`config.mk`:
```
export PLATFORM = sky130hd
export DESIGN_NAME = pulse_integrator
export DESIGN_NICKNAME = d
export VERILOG_FILES = /design/src/rtl/pulse_integrator.sv
export SDC_FILE = /design/constraint.sdc
export NUM_CORES = 1
export LEC_CHECK = 0
export BUFFER_PORTS_ARGS = -buffer_cell sky130_fd_sc_hd__buf_2
export CORE_MARGIN = 2
export CORE_UTILIZATION = 40
export CTS_BUF_LIST = sky130_fd_sc_hd__clkbuf_16
export DETAILED_ROUTE_END_ITERATION = 10
export GPL_TIMING_DRIVEN = 0
export HOLD_SLACK_MARGIN = 0.12
export SLEW_MARGIN = 20
export SYNTH_ARGS = -nofsm -noshare
export SYNTH_HDL_FRONTEND = slang
export SYNTH_SLANG_ARGS = --single-unit
```
`constraint.sdc`:
```
create_clock -name clk -period 2.5 [get_ports clk]
set_clock_uncertainty 0.05 [all_clocks]
set_input_delay 0.375 -clock clk [delete_from_list [all_inputs] [get_ports clk]]
set_output_delay 0.375 -clock clk [all_outputs]
set_load 0.01 [all_outputs]
```
`src/rtl/pulse_integrator.sv`:
```
`default_nettype none
// ============================================================================
// Module   : pulse_integrator
// Summary  : Triggered window integrator: sums N signed samples and tracks their peak.
// Revision : 1.0
// ============================================================================
module pulse_integrator #(
  parameter int DW = 13,
  parameter int SW = 18
) (
  input  logic                 clk,
  input  logic                 rst_n,
  input  logic signed [DW-1:0] din,
  input  logic                 trig,
  input  logic                 enable,
  input  logic [4:0]           win_len,
  input  logic                 clr,
  output logic signed [SW-1:0] sum,
  output logic signed [DW-1:0] peak,
  output logic                 sum_valid,
  output logic                 busy,
  output logic                 overrun
);

  localparam logic [1:0] S_IDLE  = 2'd0;
  localparam logic [1:0] S_INTEG = 2'd1;
  localparam logic [1:0] S_DONE  = 2'd2;

  logic [1:0]           state_q, state_d;
  logic signed [SW-1:0] acc_q, acc_d;
  logic signed [DW-1:0] max_q, max_d;
  logic [4:0]           cnt_q, cnt_d;
  logic [4:0]           len_q, len_d;
  logic signed [SW-1:0] sum_q, sum_d;
  logic signed [DW-1:0] peak_q, peak_d;
  logic                 valid_q, valid_d;
  logic                 ovr_q, ovr_d;
  logic                 w_start;
  logic signed [SW-1:0] w_din_ext;

  assign w_start   = (state_q == S_IDLE) && trig && enable;
  assign w_din_ext = {{(SW-DW){din[DW-1]}}, din};

  always_ff @(posedge clk or negedge rst_n) begin
    if (!rst_n) begin
      state_q <= S_IDLE;
      acc_q   <= '0;
      max_q   <= '0;
      cnt_q   <= '0;
      len_q   <= 5'd1;
      sum_q   <= '0;
      peak_q  <= '0;
      valid_q <= 1'b0;
      ovr_q   <= 1'b0;
    end else begin
      state_q <= state_d;
      acc_q   <= acc_d;
      max_q   <= max_d;
      cnt_q   <= cnt_d;
      len_q   <= len_d;
      sum_q   <= sum_d;
      peak_q  <= peak_d;
      valid_q <= valid_d;
      ovr_q   <= ovr_d;
    end
  end

  always_comb begin
    state_d = state_q;
    case (state_q)
      S_IDLE:  if (w_start) state_d = S_INTEG;
      S_INTEG: if (cnt_q == len_q - 5'd1) state_d = S_DONE;
      S_DONE:  state_d = S_IDLE;
      default: state_d = S_IDLE;
    endcase
  end

  always_comb begin
    acc_d   = acc_q;
    max_d   = max_q;
    cnt_d   = cnt_q;
    len_d   = len_q;
    sum_d   = sum_q;
    peak_d  = peak_q;
    valid_d = 1'b0;

    if (w_start) begin
      len_d = (win_len == 5'd0) ? 5'd1 : win_len;
      acc_d = '0;
      cnt_d = '0;
    end

    if (state_q == S_INTEG) begin
      acc_d = acc_q + w_din_ext;
      // The first sample of a window seeds the running maximum.
      max_d = ((cnt_q == 5'd0) || (din > max_q)) ? din : max_q;
      cnt_d = cnt_q + 5'd1;
    end

    if (state_q == S_DONE) begin
      sum_d   = acc_q;
      peak_d  = max_q;
      valid_d = 1'b1;
    end
  end

  always_comb begin
    // A rejected trigger wins over a simultaneous clear.
    if (trig && (state_q != S_IDLE)) ovr_d = 1'b1;
    else if (clr)                    ovr_d = 1'b0;
    else                             ovr_d = ovr_q;
  end

  always_comb begin
    busy      = (state_q != S_IDLE);
    sum       = sum_q;
    peak      = peak_q;
    sum_valid = valid_q;
    overrun   = ovr_q;
  end

endmodule
`default_nettype wire

```
======== Yosys cells after proc, flatten, opt, wreduce, memory -nomap -nowiden ========
Cells that the tools add are included.
storage, ports and cells
  memory bits (writable) .................. 0
  flip-flop bits (word level) ............. 76
  logic and storage cells ................. 41
  bits in read-only memories .............. 0
  memories kept ........................... 0
  bits in latches ......................... 0
cells by class
  mux-type cells .......................... 11
  bitwise gates (word level) .............. 0
  equality and inequality tests ........... 5
  $mul .................................... 0
  divide/modulo/power cells ............... 0
  add/subtract/negate cells ............... 3
  shifts and indexed selects .............. 0
  order comparisons ....................... 1
  reductions and logical operators ........ 12
operators with widths
  cell                                                                    number
  18-bit two-way mux                                                      2
  18-bit by 13-bit adder with 18-bit output                               1
  5-bit two-way mux                                                       3
  13-bit > comparator                                                     1
  5-bit logical NOT                                                       2
  2-bit nonzero test                                                      3
  5-bit by 1-bit adder with 5-bit output (second input constant)          1
  5-bit equality test                                                     1
  5-bit by 1-bit subtractor with 5-bit output (second input constant)     1
  2-bit two-way mux                                                       2
  2-bit != test (second input constant)                                   2
  2-bit one-hot mux with 2 select lines                                   1
  2-bit AND reduction                                                     2
  1-bit logical AND                                                       3
  1-bit two-way mux                                                       3
  2-bit by 1-bit equality test with 1-bit output (second input constant)  1
  2-bit equality test (second input constant)                             1
  2-bit logical NOT                                                       1
  1-bit logical OR                                                        1

======== Depth between registers and ports, before layout ========
  depth after elaboration ................. 5
  depth in mapped cells ................... 10
  depth with buffers taken out ............ 10

======== Least setup slack after synthesis ========
OpenSTA, ideal clock, no wires.
  path kind ............................... input -> register
  start ................................... input din[0]
  end ..................................... register acc_q[10]
  slack ................................... 0.181 ns
  data arrival time ....................... 2.200 ns
  required time ........................... 2.381 ns
  stages .................................. 10
  cells stage by stage .................... ha_1 -> inv_1 -> fa_1 -> nor2b_1 -> o21a_1 -> o21a_1 -> a2bb2oi_2 -> a21oi_1 -> or4b_1 -> nand3_1
on the way
  word-level cells in the longest chain between the ends .. 2
ends and longest elaborated chain
  item                                       line  source
  from (decl)                                13    input logic signed [DW-1:0] din,
  18-bit by 13-bit adder with 18-bit output  94    acc_d = acc_q + w_din_ext;
  18-bit two-way mux                         93    if (state_q == S_INTEG) begin
  to (signal assigned)                       47    acc_q <= '0;
  to (signal assigned)                       57    acc_q <= acc_d;
  to (decl)                                  30    logic signed [SW-1:0] acc_q, acc_d;
Every way passes these cells.
A chain may end at the register's enable or synchronous reset.

======== Final worst setup path ========
  start ................................... register acc_q[0]
  end ..................................... register acc_q[12]
on the way
  word-level cells in the longest chain between the ends .. 2
ends and longest elaborated chain
  item                                       line
  18-bit by 13-bit adder with 18-bit output  94
  18-bit two-way mux                         93
Every way passes these cells.

==> metrics.md <==
| Metric | Value |
|---|---|
| Status | `finished, final reports clean` |
| Die Width | `approximately 110 um` |
| Post-Syn Nets | `roughly 470` |
| Pre-CTS worst setup slack | `-238.1 ps` |
| Top layer in use | `met4` |
| Synthesized area | `around 0.0043 sq mm` |
| Drt pass-1 iters | `4` |
| GRT overflow | `0` |
| Top post-synthesis cells by area | `dfrtp_1, ha_1, mux2_2` |
| Final wirelength | `a little over 9 mm` |
| CTS H-tree lvls | `3` |
| Met2 wire len | `4.419 mm` |
| Leading area contributor after synthesis | `dfrtp_1` |
| Combinational share of power | `51.7%` |
| Worst Hold Class | `input port to flip-flop` |
| Final hold vios | `0` |
| MaxCap Viol Count | `0` |
| Seq/Total Area, Yosys | `between 40% and 50%` |
| Pin count of the biggest net entering global routing | `40` |
| Slew HR | `between 50% and 60%` |
| Clock share of power | `roughly 18%` |
| Worst Path Buf+Inv | `1` |
| Syn-to-layout area delta | `19.28%` |
| Syn_area_per_cell | `10.44 sq um` |
| Clock Tree Buf Depth | `2` |
| CTS tree | `built` |
| Min Hold Slack | `between 200 and 250 ps` |
| Vias in the first global route | `approximately 3200` |
| Switching power | `approximately 0.0028 W` |
| Global-route wire length before repair | `around 16 mm` |
| Starting DRC count in detailed routing | `between 100 and 150` |
| Max Slew Vio Count | `0` |
| Placeable Area | `a little over 0.01 sq mm` |
| Synth Instances | `a little over 400` |
| Critical path peak fanout | `4` |
| Final worst setup slack | `between 90 and 100 ps` |
| CP cell instances | `ha_2 > inv_1 > fa_2 > nor2b_1 > o21a_1 > o21a_2 > a2bb2oi_4 > nand2_1 > or4b_1 > nand3_1` |
| Worst-margin pin slew | `around 640 ps` |
| CP Class | `flip-flop to flip-flop` |
| ANT nets after route | `0` |
| Peak supply drop | `between 600 and 700 uV` |
| Internal | `0.004365 W` |
| Nets | `541` |
| Crit start category | `flip-flop` |
| Final period util | `between 90% and 100%` |
| Switching Share | `39.32%` |
| Die area | `about 0.012 sq mm` |
| Pleak | `~2.5 nW` |
| Placer congestion estimate | `approximately 0.8` |
| Finished Core Util | `49.35%` |
| Tmin final | `2406 ps` |
| Vias | `between 3000 and 4000` |
| Num CTS Buffers | `9` |
| Design area | `slightly above 0.005 sq mm` |
| Reg clk slew, reported paths | `roughly 60 ps` |
| Max frequency | `between 0.4 and 0.5 GHz` |
| Delay-heaviest family, CP | `simple AND/OR/NAND/NOR gates` |
| Asr flop ratio synth | `100.0%` |
| # IOs | `57` |
| Total GRT Usage | `about 17%` |
| Post-synthesis cell type count | `54` |
| Initial Util | `roughly 41%` |
| Setup crit start | `acc_q[0]` |
| Main synth FF type | `dfrtp_1` |
| CP max stage cell | `or4b_1` |
| Min-delay src | `win_len[1]` |
| Seq cells post-synth | `76` |
| Pwr per Cell Area | `roughly 1400 mW/mm^2` |
| Initial antenna violation count | `0` |
| Post-DP HPWL | `7.005 mm` |
| Die height | `between 100 and 150 um` |
| Sequential power share | `a little under a third` |
| DR WL met3 | `361 um` |
| Slowest stage delay, CP | `roughly 470 ps` |
| Synth warn | `0` |
| Clock Latency Late Sink | `330 ps` |
| CTS sink count | `76` |
| CP endpoint kind | `flip-flop` |
| Launching point of the worst reg2reg path | `acc_q[0]` |
| Post-placement cell area | `0.004763 sq mm` |
| Finish-stage setup viols | `0` |
| Share of cells above drive strength 1 | `25.77%` |
| Num rows | `37` |
| Synth top area share | `between 40% and 50%` |
| Worst path arrival time | `2610 ps` |
| Drt wl/cell | `14.92 um` |
| Post-synth EDFFs | `0` |
| Avg Vias per Cell | `about 5.2` |
| Root buf cell | `clkbuf_16` |
| Antenna cells | `0` |
| Required time worst endpoint | `2700 ps` |
| DRC Markers | `0` |
| Wl on met1 | `4.491 mm` |
| I/O Buffers | `56` |
==> layout by cell type, fill, tap and decap left out, types with 4 or more instances in the layout <==
cell type  instances
dfrtp_1           75
buf_2             57
nand2_1           42
o21ai_0           37
ha_1              32
inv_1             26
mux2_2            24
a21oi_1           19
a21o_1            12
nor2_1            11
clkbuf_1          10
mux2_4             9
clkbuf_16          9
xor2_1             8
xnor2_1            8
nand2b_1           7
nand4_1            7
nor3_1             6
nand3_1            6
buf_4              5
o211ai_1           4
nor3b_1            4
==> layout make-up <==
cell class | count | area, sq um
buffer | 17 | 81.33
clock buffer | 9 | 225.2
clock inverter | 7 | 66.31
fill | 995 | 5253
inverter | 25 | 93.84
multi-input combinational | 293 | 2235
sequential | 76 | 1903
tap | 136 | 170.2
timing repair buffer | 62 | 342.8
==> tightest hold or removal path, stage by stage <==
cell and delay (ps):
buf_2 90, nand2_1 40, o21ai_0 60
==> synthesized netlist by cell type, types with 2 or more instances <==
cell,instances
nand2b_1,7
a211oi_1,3
o211ai_1,4
nor3b_1,4
and3_1,2
clkbuf_1,10
nor2_1,11
inv_1,25
a21oi_1,19
nand3_1,6
o21ai_0,37
a22o_1,3
a32o_1,2
or2_2,3
o22ai_1,2
mux2i_1,3
buf_1,3
a31oi_1,3
or4b_1,3
or3_1,2
o31a_1,2
nor2b_1,3
xor2_1,8
nand2_1,42
nand4_1,7
buf_2,2
dfrtp_1,75
ha_1,33
o21a_1,4
buf_6,2
mux2_2,24
xnor2_1,8
nor4_1,3
nor3_1,6
mux2_4,9
a221oi_1,2
a21o_1,12
==> timing repair <==
action | in CTS | in global routing
endpoints found under the setup margin | 2 | 6
hold buffers | 1 | 0
gates resized for setup | 3 | 3
hold endpoints to repair | 38 | 0
pin swaps | 1 | 1
setup buffers | 2 | 2
==> final timing paths <==
| path | depth (start not counted) | slack, ps | end |
|---|---|---|---|
| max in group asynchronous | 3 | 1230 | len_q[0] |
| max | 10 | 90 | acc_q[12] |
| min in group asynchronous | 2 | 520 | peak[10] |
| min | 3 | 220 | len_q[1] |
| min reg2reg | 2 | 420 | peak[1] |
| max reg2reg | 10 | 90 | acc_q[12] |
==> registers in the layout, summed over array words and instances, names as in the netlist <==
signal,flops
len_q,5
sum,18
cnt_q,5
max_q,13
peak,13
sum_valid,1
state_q,2
acc_q,18
overrun,1
==> kinds of logic after synthesis <==
group,synth area share (%)
fa+ha+maj,10.09
flops,44.36
simple gates,12.16
mux,10.15
buf+inv,4.083
compound gates,15.89
xor+xnor,3.266
==> metal layers <==
layer	GRT usage, %	up-vias
met4	4.304	0
li1	-	1623
met1	23.67	1582
met2	27.58	62
met3	2.785	6
met5	0	-
==> power by group through the flow <==
stage / Sequential [W] / Combinational, W / Clock [W]
2_1_floorplan: 0.00225 / 0.00265 / 0
3_3_place_gp: 0.00222 / 0.00355 / 0
3_5_place_dp: 0.00224 / 0.00363 / 0
4_1_cts: 0.00222 / 0.00372 / 0.00130
5_1_grt: 0.00230 / 0.00418 / 0.00136
6_report: 0.00221 / 0.00372 / 0.00127
==> per-stage QoR <==
stage          setup TNS (ps)  cells  total power, W
3_5_place_dp           -639.0    604        0.005866
5_1_grt                -36.18    625        0.007841
3_3_place_gp           -501.2    603        0.005766
4_1_cts                     0    623        0.007243
2_1_floorplan               0    411        0.004910
6_report                    0    625        0.007193
Power figures use the tool's default switching activity.
